`src/rtl/dl_shift_pkg.sv`:
```
// Shared definitions for the sequential shifter family: FSM state encoding
// and the operand-width legality check.
package dl_shift_pkg;

  typedef enum logic [1:0] {
    IDLE  = 2'd0,
    SHIFT = 2'd1,
    DONE  = 2'd2
  } dl_shift_state_t;

  // Datapath width must be a power of two, at least 2, so every shift stage is 2**k.
  function automatic bit is_pow2_width(input int width);
    return (width >= 2) && ((width & (width - 1)) == 0);
  endfunction

endpackage

```
`src/rtl/dl_lshift_stage.sv`:
```
// One conditional left-shift stage: shifts by 2**index with zero fill when
// enabled, otherwise passes the data through.
module dl_lshift_stage
  import dl_shift_pkg::*;
#(
  parameter  int NUM_BITS       = 32,
  localparam int NUM_SHIFT_BITS = $clog2(NUM_BITS)
) (
  input  logic [NUM_BITS-1:0]       data,
  input  logic [NUM_SHIFT_BITS-1:0] index,
  input  logic                      enable,
  output logic [NUM_BITS-1:0]       result
);

  logic [NUM_SHIFT_BITS:0] amount;

  // NOTE: every signal assigned in always_comb gets a value on every path,
  // otherwise synthesis infers a latch to hold the old value.
  always_comb begin
    amount = {{NUM_SHIFT_BITS{1'b0}}, 1'b1} << index;
    result = enable ? (data << amount) : data;
  end

endmodule

```
`src/rtl/dl_lshift_seq.sv`:
```
// Multi-cycle logical left shifter resolving one shamt bit per cycle behind
// valid/ready handshakes. Define DL_LSHIFT_SEQ_EARLY_DONE_EN for early termination.
module dl_lshift_seq
  import dl_shift_pkg::*;
#(
  parameter  int NUM_BITS       = 32,
  localparam int NUM_SHIFT_BITS = $clog2(NUM_BITS)
) (
  input  logic                      clk,
  input  logic                      rst_n,
  input  logic                      in_val,
  output logic                      in_rdy,
  input  logic [NUM_BITS-1:0]       in,
  input  logic [NUM_SHIFT_BITS-1:0] shamt,
  output logic                      out_val,
  input  logic                      out_rdy,
  output logic [NUM_BITS-1:0]       out
);

  if (!is_pow2_width(NUM_BITS)) begin : g_bad_width
    $error("dl_lshift_seq: NUM_BITS must be a power of two and at least 2");
  end

  localparam logic [NUM_SHIFT_BITS-1:0] LAST_CNT = NUM_SHIFT_BITS'(NUM_SHIFT_BITS - 1);

  dl_shift_state_t             state, state_next;
  logic [NUM_BITS-1:0]         data_reg, data_next;
  logic [NUM_SHIFT_BITS-1:0]   shamt_reg, shamt_next;
  logic [NUM_SHIFT_BITS-1:0]   cnt, cnt_next;

  logic [NUM_SHIFT_BITS-1:0]   cnt_onehot;
  logic                        stage_en;
  logic                        last_stage;
  logic [NUM_BITS-1:0]         stage_result;

  assign cnt_onehot = NUM_SHIFT_BITS'(1) << cnt;
  assign stage_en   = |(shamt_reg & cnt_onehot);

`ifdef DL_LSHIFT_SEQ_EARLY_DONE_EN
  logic [NUM_SHIFT_BITS-1:0] above_mask;
  logic                      bits_above;

  // Finish once no higher shamt bit remains; at the final stage the mask is empty.
  assign above_mask = ~(cnt_onehot | (cnt_onehot - NUM_SHIFT_BITS'(1)));
  assign bits_above = |(shamt_reg & above_mask);
  assign last_stage = !bits_above;
`else
  assign last_stage = (cnt == LAST_CNT);
`endif

  dl_lshift_stage #(
    .NUM_BITS (NUM_BITS)
  ) u_stage (
    .data   (data_reg),
    .index  (cnt),
    .enable (stage_en),
    .result (stage_result)
  );

  always_comb begin
    state_next = state;
    data_next  = data_reg;
    shamt_next = shamt_reg;
    cnt_next   = cnt;
    case (state)
      IDLE: begin
        if (in_val) begin
          data_next  = in;
          shamt_next = shamt;
          cnt_next   = '0;
          state_next = SHIFT;
        end
      end
      SHIFT: begin
        data_next = stage_result;
        cnt_next  = cnt + 1'b1;
        if (last_stage) begin
          state_next = DONE;
        end
      end
      DONE: begin
        if (out_rdy) begin
          state_next = IDLE;
        end
      end
      default: state_next = IDLE;
    endcase
  end

  // NOTE: state registers use non-blocking assignments so every flop samples
  // pre-edge values, independent of the order the simulator runs processes.
  always_ff @(posedge clk or negedge rst_n) begin
    if (!rst_n) begin
      state     <= IDLE;
      data_reg  <= '0;
      shamt_reg <= '0;
      cnt       <= '0;
    end else begin
      state     <= state_next;
      data_reg  <= data_next;
      shamt_reg <= shamt_next;
      cnt       <= cnt_next;
    end
  end

  assign in_rdy  = (state == IDLE);
  assign out_val = (state == DONE);
  assign out     = data_reg;

endmodule

```
`config.mk`:
```
export PLATFORM = sky130hd
export DESIGN_NAME = dl_lshift_seq
export DESIGN_NICKNAME = d
export VERILOG_FILES = /design/src/rtl/dl_shift_pkg.sv /design/src/rtl/dl_lshift_stage.sv /design/src/rtl/dl_lshift_seq.sv
export SDC_FILE = /design/constraint.sdc
export NUM_CORES = 1
export LEC_CHECK = 0
export BUFFER_PORTS_ARGS = -buffer_cell sky130_fd_sc_hd__buf_2
export CAP_MARGIN = 30
export CORE_ASPECT_RATIO = 0.5
export CORE_MARGIN = 5
export CORE_UTILIZATION = 52
export CTS_CLUSTER_SIZE = 28
export DETAILED_ROUTE_END_ITERATION = 6
export PLACE_DENSITY_LB_ADDON = 0.15
export SYNTH_ARGS = -nofsm -noshare
export SYNTH_HDL_FRONTEND = slang
export SYNTH_HIERARCHICAL = 1
export SYNTH_SLANG_ARGS = --single-unit
```
`constraint.sdc`:
```
create_clock -name clk -period 2.47 [get_ports clk]
set_input_delay 0.247 -clock clk [delete_from_list [all_inputs] [get_ports clk]]
set_output_delay 0.247 -clock clk [all_outputs]
set_load 0.01 [all_outputs]
```
**Word-level counts from Yosys, hierarchy flattened**

Index checks and enable logic that the tools add are counted.

- Output and inout bits: 34
- Input port bits: 41
- Register bits after elaboration: 44
- Logic and storage cells: 32

- Reduce and logical (&&, ||, !) cells: 7
- Muxes and demuxes: 9
- Bitwise operators: 1
- Shifts and indexed selects: 3
- Equality and inequality tests: 7
- Add/sub/neg operators: 1

Operator list:

| cell | number |
|---|---|
| $mux W32 | 2 |
| $pmux W32 S2 | 1 |
| $shl A32 B6 Y32 | 1 |
| $pmux W5 S2 | 1 |
| $mux W2 | 3 |
| $pmux W2 S3 | 1 |
| $reduce_and A3 Y1 | 2 |
| $shl A1 B5 Y6 const A | 1 |
| $add A5 B1 Y5 const B | 1 |
| $and A5 B5 Y5 | 1 |
| $eq A5 B3 Y1 const B | 1 |
| $mux W5 | 1 |
| $reduce_or A5 Y1 | 1 |
| $shl A1 B5 Y5 const A | 1 |
| $ne A2 B1 Y1 const B | 2 |
| $ne A2 B2 Y1 const B | 2 |
| $reduce_and A2 Y1 | 2 |
| $eq A2 B1 Y1 const B | 1 |
| $eq A2 B2 Y1 const B | 1 |
| $logic_not A2 Y1 | 1 |
| $reduce_bool A2 Y1 | 1 |

**Depth between registers and ports, before layout**

Gate-level depths: netlist (run 1).

- Depth after elaboration: 5
- Depth in mapped cells: 11
- Gate-level depth less buffers: 9

**Modules after synthesis**

Netlist (run 1), hierarchy kept.

Modules (own cells, without submodules):

| module | area each (um^2) | cells an instance | times used | seq. area each (um^2) |
|---|---|---|---|---|
| dl_lshift_seq | 2,369.8 | 240 | 1 | 1,101.1 |
| dl_lshift_stage | 1,795.5 | 259 | 1 | 0.0 |

**Worst setup path after synthesis (run 1)**

Ideal clock, no wire load.

- Path kind: register -> register
- Start point: reg cnt[2]
- End point: reg data_reg[29] (netlist: out[29])
- Data required time: 2.404 ns
- Period minus slack after synthesis: 2.463 ns
- Path slack: 0.007 ns
- Stages on the path, launching flop included: 11
- Path buffers: 2
- Arrival: 2.397 ns
- Library setup time: 0.066 ns
- Cell sequence: dfrtp_1 -> clkbuf_1 -> and4_1 -> o31a_1 -> clkbuf_1 -> clkinv_1 -> a31oi_1 -> o2111ai_1 -> o21ai_0 -> nand2_1 -> nand3_2

- Word-level cells in the longest chain between the ends: 5
- Elaborated cells on any way between the ends: 9
- Those cells by class: eq/ne: 1; shift: 3; mux: 2; bitwise: 1; reduce/logical: 2

RTL lines:

| element | RTL line | RTL |
|---|---|---|
| start: declaration | dl_lshift_seq.sv:29 | `logic [NUM_SHIFT_BITS-1:0] cnt, cnt_next;` |
| start signal: assignment | dl_lshift_seq.sv:102 | `cnt <= cnt_next;` |
| $shl A1 B5 Y5 | dl_lshift_seq.sv:36 | `assign cnt_onehot = NUM_SHIFT_BITS'(1) << cnt;` |
| $and A5 B5 Y5 | dl_lshift_seq.sv:37 | `assign stage_en = \|(shamt_reg & cnt_onehot);` |
| $reduce_or A5 Y1 | dl_lshift_seq.sv:37 |  |
| via stage_en | dl_lshift_seq.sv:32 | `logic stage_en;` |
| $ne A2 B1 Y1 (no source line) | - |  |
| $reduce_and A3 Y1 (no source line) | - |  |
| end signal: assignment | dl_lshift_seq.sv:100 | `data_reg <= data_next;` |
| end: declaration | dl_lshift_seq.sv:27 | `logic [NUM_BITS-1:0] data_reg, data_next;` |

The timed path passes the listed nets, and every way through them passes these cells. The select of a mux whose other input is x is not followed.
A chain may end at the register's enable or synchronous reset.

**Worst setup path in the final report (run 1)**

- Start point: reg cnt[1]
- End point: reg data_reg[17] (netlist: out[17])

The elaborated chain is that of the path after synthesis.

==> flow_metrics.env, run 1 <==
export IMPL_vias=4427
export IMPL_clockBufferDepth=2
export IMPL_required_ns=2.70
export IMPL_netlist_area_leader_share_pct=26.4
export IMPL_tns_ns=0
export IMPL_status="completed"
export IMPL_h_tree_depth=2
export IMPL_ys_types=63
export IMPL_synth_yosys_seq_area_share_pct=26.4
export IMPL_design_area_mm2=0.00506
export IMPL_ys_flop_type="dfrtp_1"
export IMPL_hold_viol_final=0
export IMPL_antenna_cells=0
export IMPL_ir_drop_v=0.00110
export IMPL_grt_pass1_wl_um=23600
export IMPL_grt_max_degree=62
export IMPL_p_leak_nw=2.33
export IMPL_antenna_found_initial=0
export IMPL_finalSetupViolCount=0
export IMPL_critPathMaxFanout=26
export IMPL_ant_nets=0
export IMPL_max_freq_mhz=420
export IMPL_cts_sinks=44
export IMPL_post_cts_buffers=0
export IMPL_core_rowCount=23
export IMPL_synth_area_leader_cell="dfrtp_1"
export IMPL_crit_arrival_ns=2.61
export IMPL_cts_hold_buf=0
export IMPL_ctsResizeCount=0
export IMPL_syn_inst=499
export IMPL_power_density_mw_per_mm2=1760
export IMPL_relSlewSlack_pct=60.4
export IMPL_hp_class="input pin to async pin"
export IMPL_port_buffers=74
export IMPL_ys_ff_latch=44
export IMPL_synth_edf_count=0
export IMPL_wl_um=15200
export IMPL_worstSetupEndpointType="flop"
export IMPL_drtPass1Iterations=5
export IMPL_rsz0062_at_grt="no"
export IMPL_synth_area_mm2=0.00417
export IMPL_drv_slew=0
export IMPL_critPathKind="flop to flop"
export IMPL_async_flop_share_pct=100
export IMPL_syn2layout_area_growth_pct=21.4
export IMPL_core_mm2=0.00791
export IMPL_final_nets=623
export IMPL_detail_route_wl_per_cell_um=21.9
export IMPL_synth_common_cells="110 x nand2_1, 59 x nand3_2, 44 x dfrtp_1, 28 x mux2i_1, 18 x clkbuf_1"
export IMPL_largest_register_ffs=32
export IMPL_layout_drive_gt1_share_pct=37.0
export IMPL_worstMarginPinSlew_ns=0.594
export IMPL_final_fill_count=723
export IMPL_synth_most_common_cell="nand2_1"
export IMPL_drt_iter0_drc=580
export IMPL_seq_area_mm2=0.00110
export IMPL_cp_start_kind="flop"
export IMPL_clock_skew_ns=0.00441
export IMPL_cts_root_buffer="clkbuf_16"
export IMPL_place_gp_congestion=1.05
export IMPL_hpwl_um=11000
export IMPL_fin_crit_sh_pct=96.3
export IMPL_p_total_mw=8.90
export IMPL_grt_overflow_total=0
export IMPL_syn_area_per_cell_um2=8.35
export IMPL_multi_input_area_mm2=0.00282
export IMPL_clock_latency_ns=0.29
export IMPL_period_minus_slack_ns=2.38
export IMPL_drc=0
export IMPL_die_area_mm2=0.0100
export IMPL_io_pins=75
export IMPL_dieHeight_um=73.3
export IMPL_dieWidth_um=137
export IMPL_synth_area_top_cells="dfrtp_1 26%, nand3_2 14%, nand2_1 9.9%, mux2i_1 6.7%, mux4_2 3.8%"
export IMPL_via_per_inst=6.39
export IMPL_cts_buffers=5
export IMPL_initial_utilization_pct=52.6
export IMPL_synth_fp_nets=542
export IMPL_track_usage_pct=30.8
export IMPL_grt_pass1_vias=4124
export IMPL_yosysWarnings=6
export IMPL_path_clk_slew_ns=0.07
export IMPL_cap_violations=0
export IMPL_place_area_mm2=0.00486
export IMPL_cts_tree="yes"
==> cell families after synthesis <==
family                     after synthesis  share of synthesized area, %
AOI/OAI and AO/OA                      103                          18.4
adders and majority gates                2                         0.601
DFF                                     44                          26.4
muxes                                   43                          12.7
buffers and inverters                   59                          6.82
and+or+nand+nor                        248                          35.1
==> metal layers <==
layer  global-route usage, %  up-vias  wire length, um
li1                        -     2006                -
met1                    47.0     2142             6850
met2                    45.8      257             6500
met3                    5.88       22             1620
met4                    4.92        0              204
met5                       0        -                0
==> final timing paths <==
| check | startpoint | to | slack (ns) | depth (start not counted) |
|---|---|---|---|---|
| max | cnt[1] | out[17] | 0.09 | 9 |
| min | rst_n | out[3] | 0.04 | 2 |
| max reg2reg | cnt[1] | out[17] | 0.09 | 9 |
| min reg2reg | shamt_reg[1] | shamt_reg[1] | 0.48 | 2 |
| max in group asynchronous | rst_n | cnt[0] | 2.01 | 2 |
| min in group clk | shamt[4] | shamt_reg[4] | 0.14 | 3 |
==> through the flow <==
step | worst slack (ns) | hold WS, ns | util (%) | cells
finish | 0.0913 | 0.0373 | 63.9 | 693
global route | 0.00104 | 0.0962 | 63.9 | 693
CTS | 0.0892 | 0.0683 | 63.7 | 693
detailed placement | 0.108 | 0.382 | 61.4 | 685
global placement | 0.124 | 0.375 | 61.4 | 685
floorplan | 0.00688 | -0.0486 | - | 499
==> cell type report <==
class | instances | share of cell area [%]
timing repair buffer | 118 | 15.1
clock inverter | 2 | 0.767
multi-input combinational | 396 | 55.7
sequential | 44 | 21.8
clock buffer | 6 | 2.75
inverter | 15 | 1.11
tap | 112 | 2.77
==> placed cells by master (no fill, tap or decap), types with 11 or more instances in the layout <==
cell	n
nand3_2	59
inv_1	13
nand2_1	109
a21oi_1	11
buf_2	74
mux2i_1	28
nand3_1	14
nor2_1	15
dfrtp_1	43
o21ai_0	15
buf_4	39
==> power breakdown <==
part | switching [mW] | leakage (nW) | total, mW | internal (mW)
clock | 0.297 | 0.0871 | 0.804 | 0.507
combinational | 3.65 | 1.70 | 6.29 | 2.64
sequential | 0.729 | 0.546 | 1.81 | 1.08
==> critical path: stages (launching register included) <==
cell,delay [ns]
dfrtp_1,0.42
buf_12,0.17
nor3_1,0.21
o31a_1,0.19
clkinv_1,0.26
a311o_1,0.50
a211o_1,0.30
o2111ai_1,0.10
nand2_1,0.11
nand3_2,0.06
Note: power is estimated with default switching activity, not from simulation.
==> run 2: changes to the inputs <==
--- a/config.mk
+++ b/config.mk
@@ -6,9 +6,7 @@
 export NUM_CORES = 1
 export LEC_CHECK = 0
 export BUFFER_PORTS_ARGS = -buffer_cell sky130_fd_sc_hd__buf_2
-export CAP_MARGIN = 30
 export CORE_ASPECT_RATIO = 0.5
-export CORE_MARGIN = 5
 export CORE_UTILIZATION = 52
 export CTS_CLUSTER_SIZE = 28
 export DETAILED_ROUTE_END_ITERATION = 6
==> run 2 against run 1 <==
Compared with the run above:
- cell count increased by 0.14%
- total power is 1.2% lower
- largest cell class unchanged
- hold slack better by 0.10 ns
- combinational power shrank 1%
- core utilization increased by 3.0 points
- clock power fell by 0.7%
- setup slack better by 0.0035 ns
==> flow_metrics.env, run 2 (synthesized netlist as in run 1, its figures left out) <==
export IMPL_status="completed"
export IMPL_clockBufferDepth=2
export IMPL_die_area_mm2=0.00839
export IMPL_dieHeight_um=65.3
export IMPL_internal_power_mw=4.17
export IMPL_hp_class="input pin to flop"
export IMPL_period_minus_slack_ns=2.38
export IMPL_core_mm2=0.00754
export IMPL_max_stage_delay_ns=0.42
export IMPL_vias=4455
export IMPL_cap_violations=0
export IMPL_tns_ns=0
export IMPL_slowest_stage="dfrtp_2"
export IMPL_worstSetupEndpointType="flop"
export IMPL_max_freq_mhz=421
export IMPL_pwr_share_clk_pct=9.1
export IMPL_detail_route_wl_per_cell_um=21.0
export IMPL_hpwl_um=10400
export IMPL_via_per_inst=6.42
export IMPL_grt_pass1_vias=4126
export IMPL_drv_slew=0
export IMPL_drt_iter0_drc=545
export IMPL_p_seq_share_pct=20.5
export IMPL_reg2reg_depth=10
export IMPL_relSlewSlack_pct=56.8
export IMPL_hold_viol_final=0
export IMPL_crit_chain="inv_1 > and4_1 > o31a_1 > buf_4 > buf_4 > nand2_1 > o21ai_0 > a221o_1 > nand2_1 > nand3_2"
export IMPL_ant_nets=0
export IMPL_power_density_mw_per_mm2=1740
export IMPL_dp_cells=685
export IMPL_place_gp_congestion=1.01
export IMPL_fin_cells=694
export IMPL_grt_pass1_wl_um=23200
export IMPL_cts_tree="yes"
export IMPL_rsz0062_at_grt="no"
export IMPL_final_util_pct=66.9
export IMPL_wl_um=14500
export IMPL_syn2layout_area_growth_pct=21.1
export IMPL_swShare_pct=52.6
export IMPL_path_clk_slew_ns=0.07
export IMPL_fin_crit_sh_pct=96.2
export IMPL_grt_max_degree=62
export IMPL_hold_depth=3
export IMPL_antenna_found_initial=0
export IMPL_drtPass1Iterations=5
export IMPL_h_tree_depth=2
export IMPL_post_cts_buffers=0
export IMPL_finalSetupViolCount=0
export IMPL_port_buffers=74
export IMPL_initial_utilization_pct=55.2
export IMPL_cp_start_kind="flop"
export IMPL_final_common_cell="nand2_1"
export IMPL_antenna_cells=0
export IMPL_p_switching_mw=4.62
export IMPL_worstMarginPinSlew_ns=0.648
export IMPL_final_nets=628
export IMPL_grt_overflow_total=0
export IMPL_cts_sinks=44
export IMPL_required_ns=2.65
export IMPL_p_leak_nw=2.34
export IMPL_crit_arrival_ns=2.56
export IMPL_track_usage_pct=36.9
export IMPL_layout_drive_gt1_share_pct=37.0
export IMPL_critPathMaxFanout=16
export IMPL_clock_skew_ns=0.00906
export IMPL_critPathKind="flop to flop"
export IMPL_dieWidth_um=129
export IMPL_cts_root_buffer="clkbuf_16"
export IMPL_largest_register_ffs=32
export IMPL_io_pins=75
export IMPL_p_total_mw=8.80
export IMPL_final_cell_mix="110 x nand2_1, 74 x buf_2, 59 x nand3_2"
export IMPL_cts_buffers=5
export IMPL_core_rowCount=22
export IMPL_p_comb_share_pct=70.4
export IMPL_clock_latency_ns=0.30
export IMPL_ir_drop_v=0.00145
export IMPL_drc=0
[run 2: worst max-delay path, delay by kind of cell, from the launching register on]
| family | cells | cell delay [ns] |
|---|---|---|
| compound gates | 3 | 0.74 |
| buf+inv | 3 | 0.45 |
| flops | 1 | 0.42 |
| simple gates | 4 | 0.64 |
[run 2: per-stage QoR]
step	area, um^2	setup slack (ns)	hold WS (ns)
6_report	5040	0.0948	0.139
5_1_grt	5040	0.00771	0.143
4_1_cts	5040	0.0354	0.140
3_5_place_dp	4860	0.0645	0.262
3_3_place_gp	4860	0.0723	0.260
2_1_floorplan	4170	0.00688	-0.0486
[run 2: worst paths after layout]
path | start | endpoint | slack, ns
min | shamt[0] | shamt_reg[0] | 0.14
min in group asynchronous | rst_n | out[1] | 0.48
min reg2reg | shamt_reg[0] | shamt_reg[0] | 0.48
max reg2reg | cnt[0] | out[19] | 0.09
max in group asynchronous | rst_n | out[21] | 1.38
max | cnt[0] | out[19] | 0.09
[run 2: repair_timing]
item	4_1_cts	5_1_grt
hold endpoints to repair	23	0
endpoints found under the setup margin	0	2
gates resized for setup	0	2
hold buffers	1	0
[run 2: area by class of cell]
cell class	instances	area [um^2]
fillers	646	2500
repair buffers	123	778
clock inverters	3	46.3
inverters	15	56.3
clock buffers	5	125
flip-flops and latches	44	1100
well taps	108	135
multi-input cells	396	2800
[run 2: layer usage]
metal / vias to the layer above / track usage, % / wire, um
li1: 2011 / - / -
met1: 2085 / 54.0 / 6390
met2: 316 / 54.4 / 6070
met3: 43 / 6.84 / 1660
met4: 0 / 12.5 / 417
met5: - / 0 / 0
[run 2: power by group through the flow]
| stage | Sequential (mW) | Clock [mW] | Combinational [mW] |
|---|---|---|---|
| finish | 1.80 | 0.798 | 6.20 |
| CTS | 1.77 | 0.801 | 6.05 |
| global route | 1.84 | 0.836 | 6.69 |
| floorplan | 1.69 | 0 | 3.97 |
| global placement | 1.78 | 0 | 5.96 |
| detailed placement | 1.78 | 0 | 6.03 |
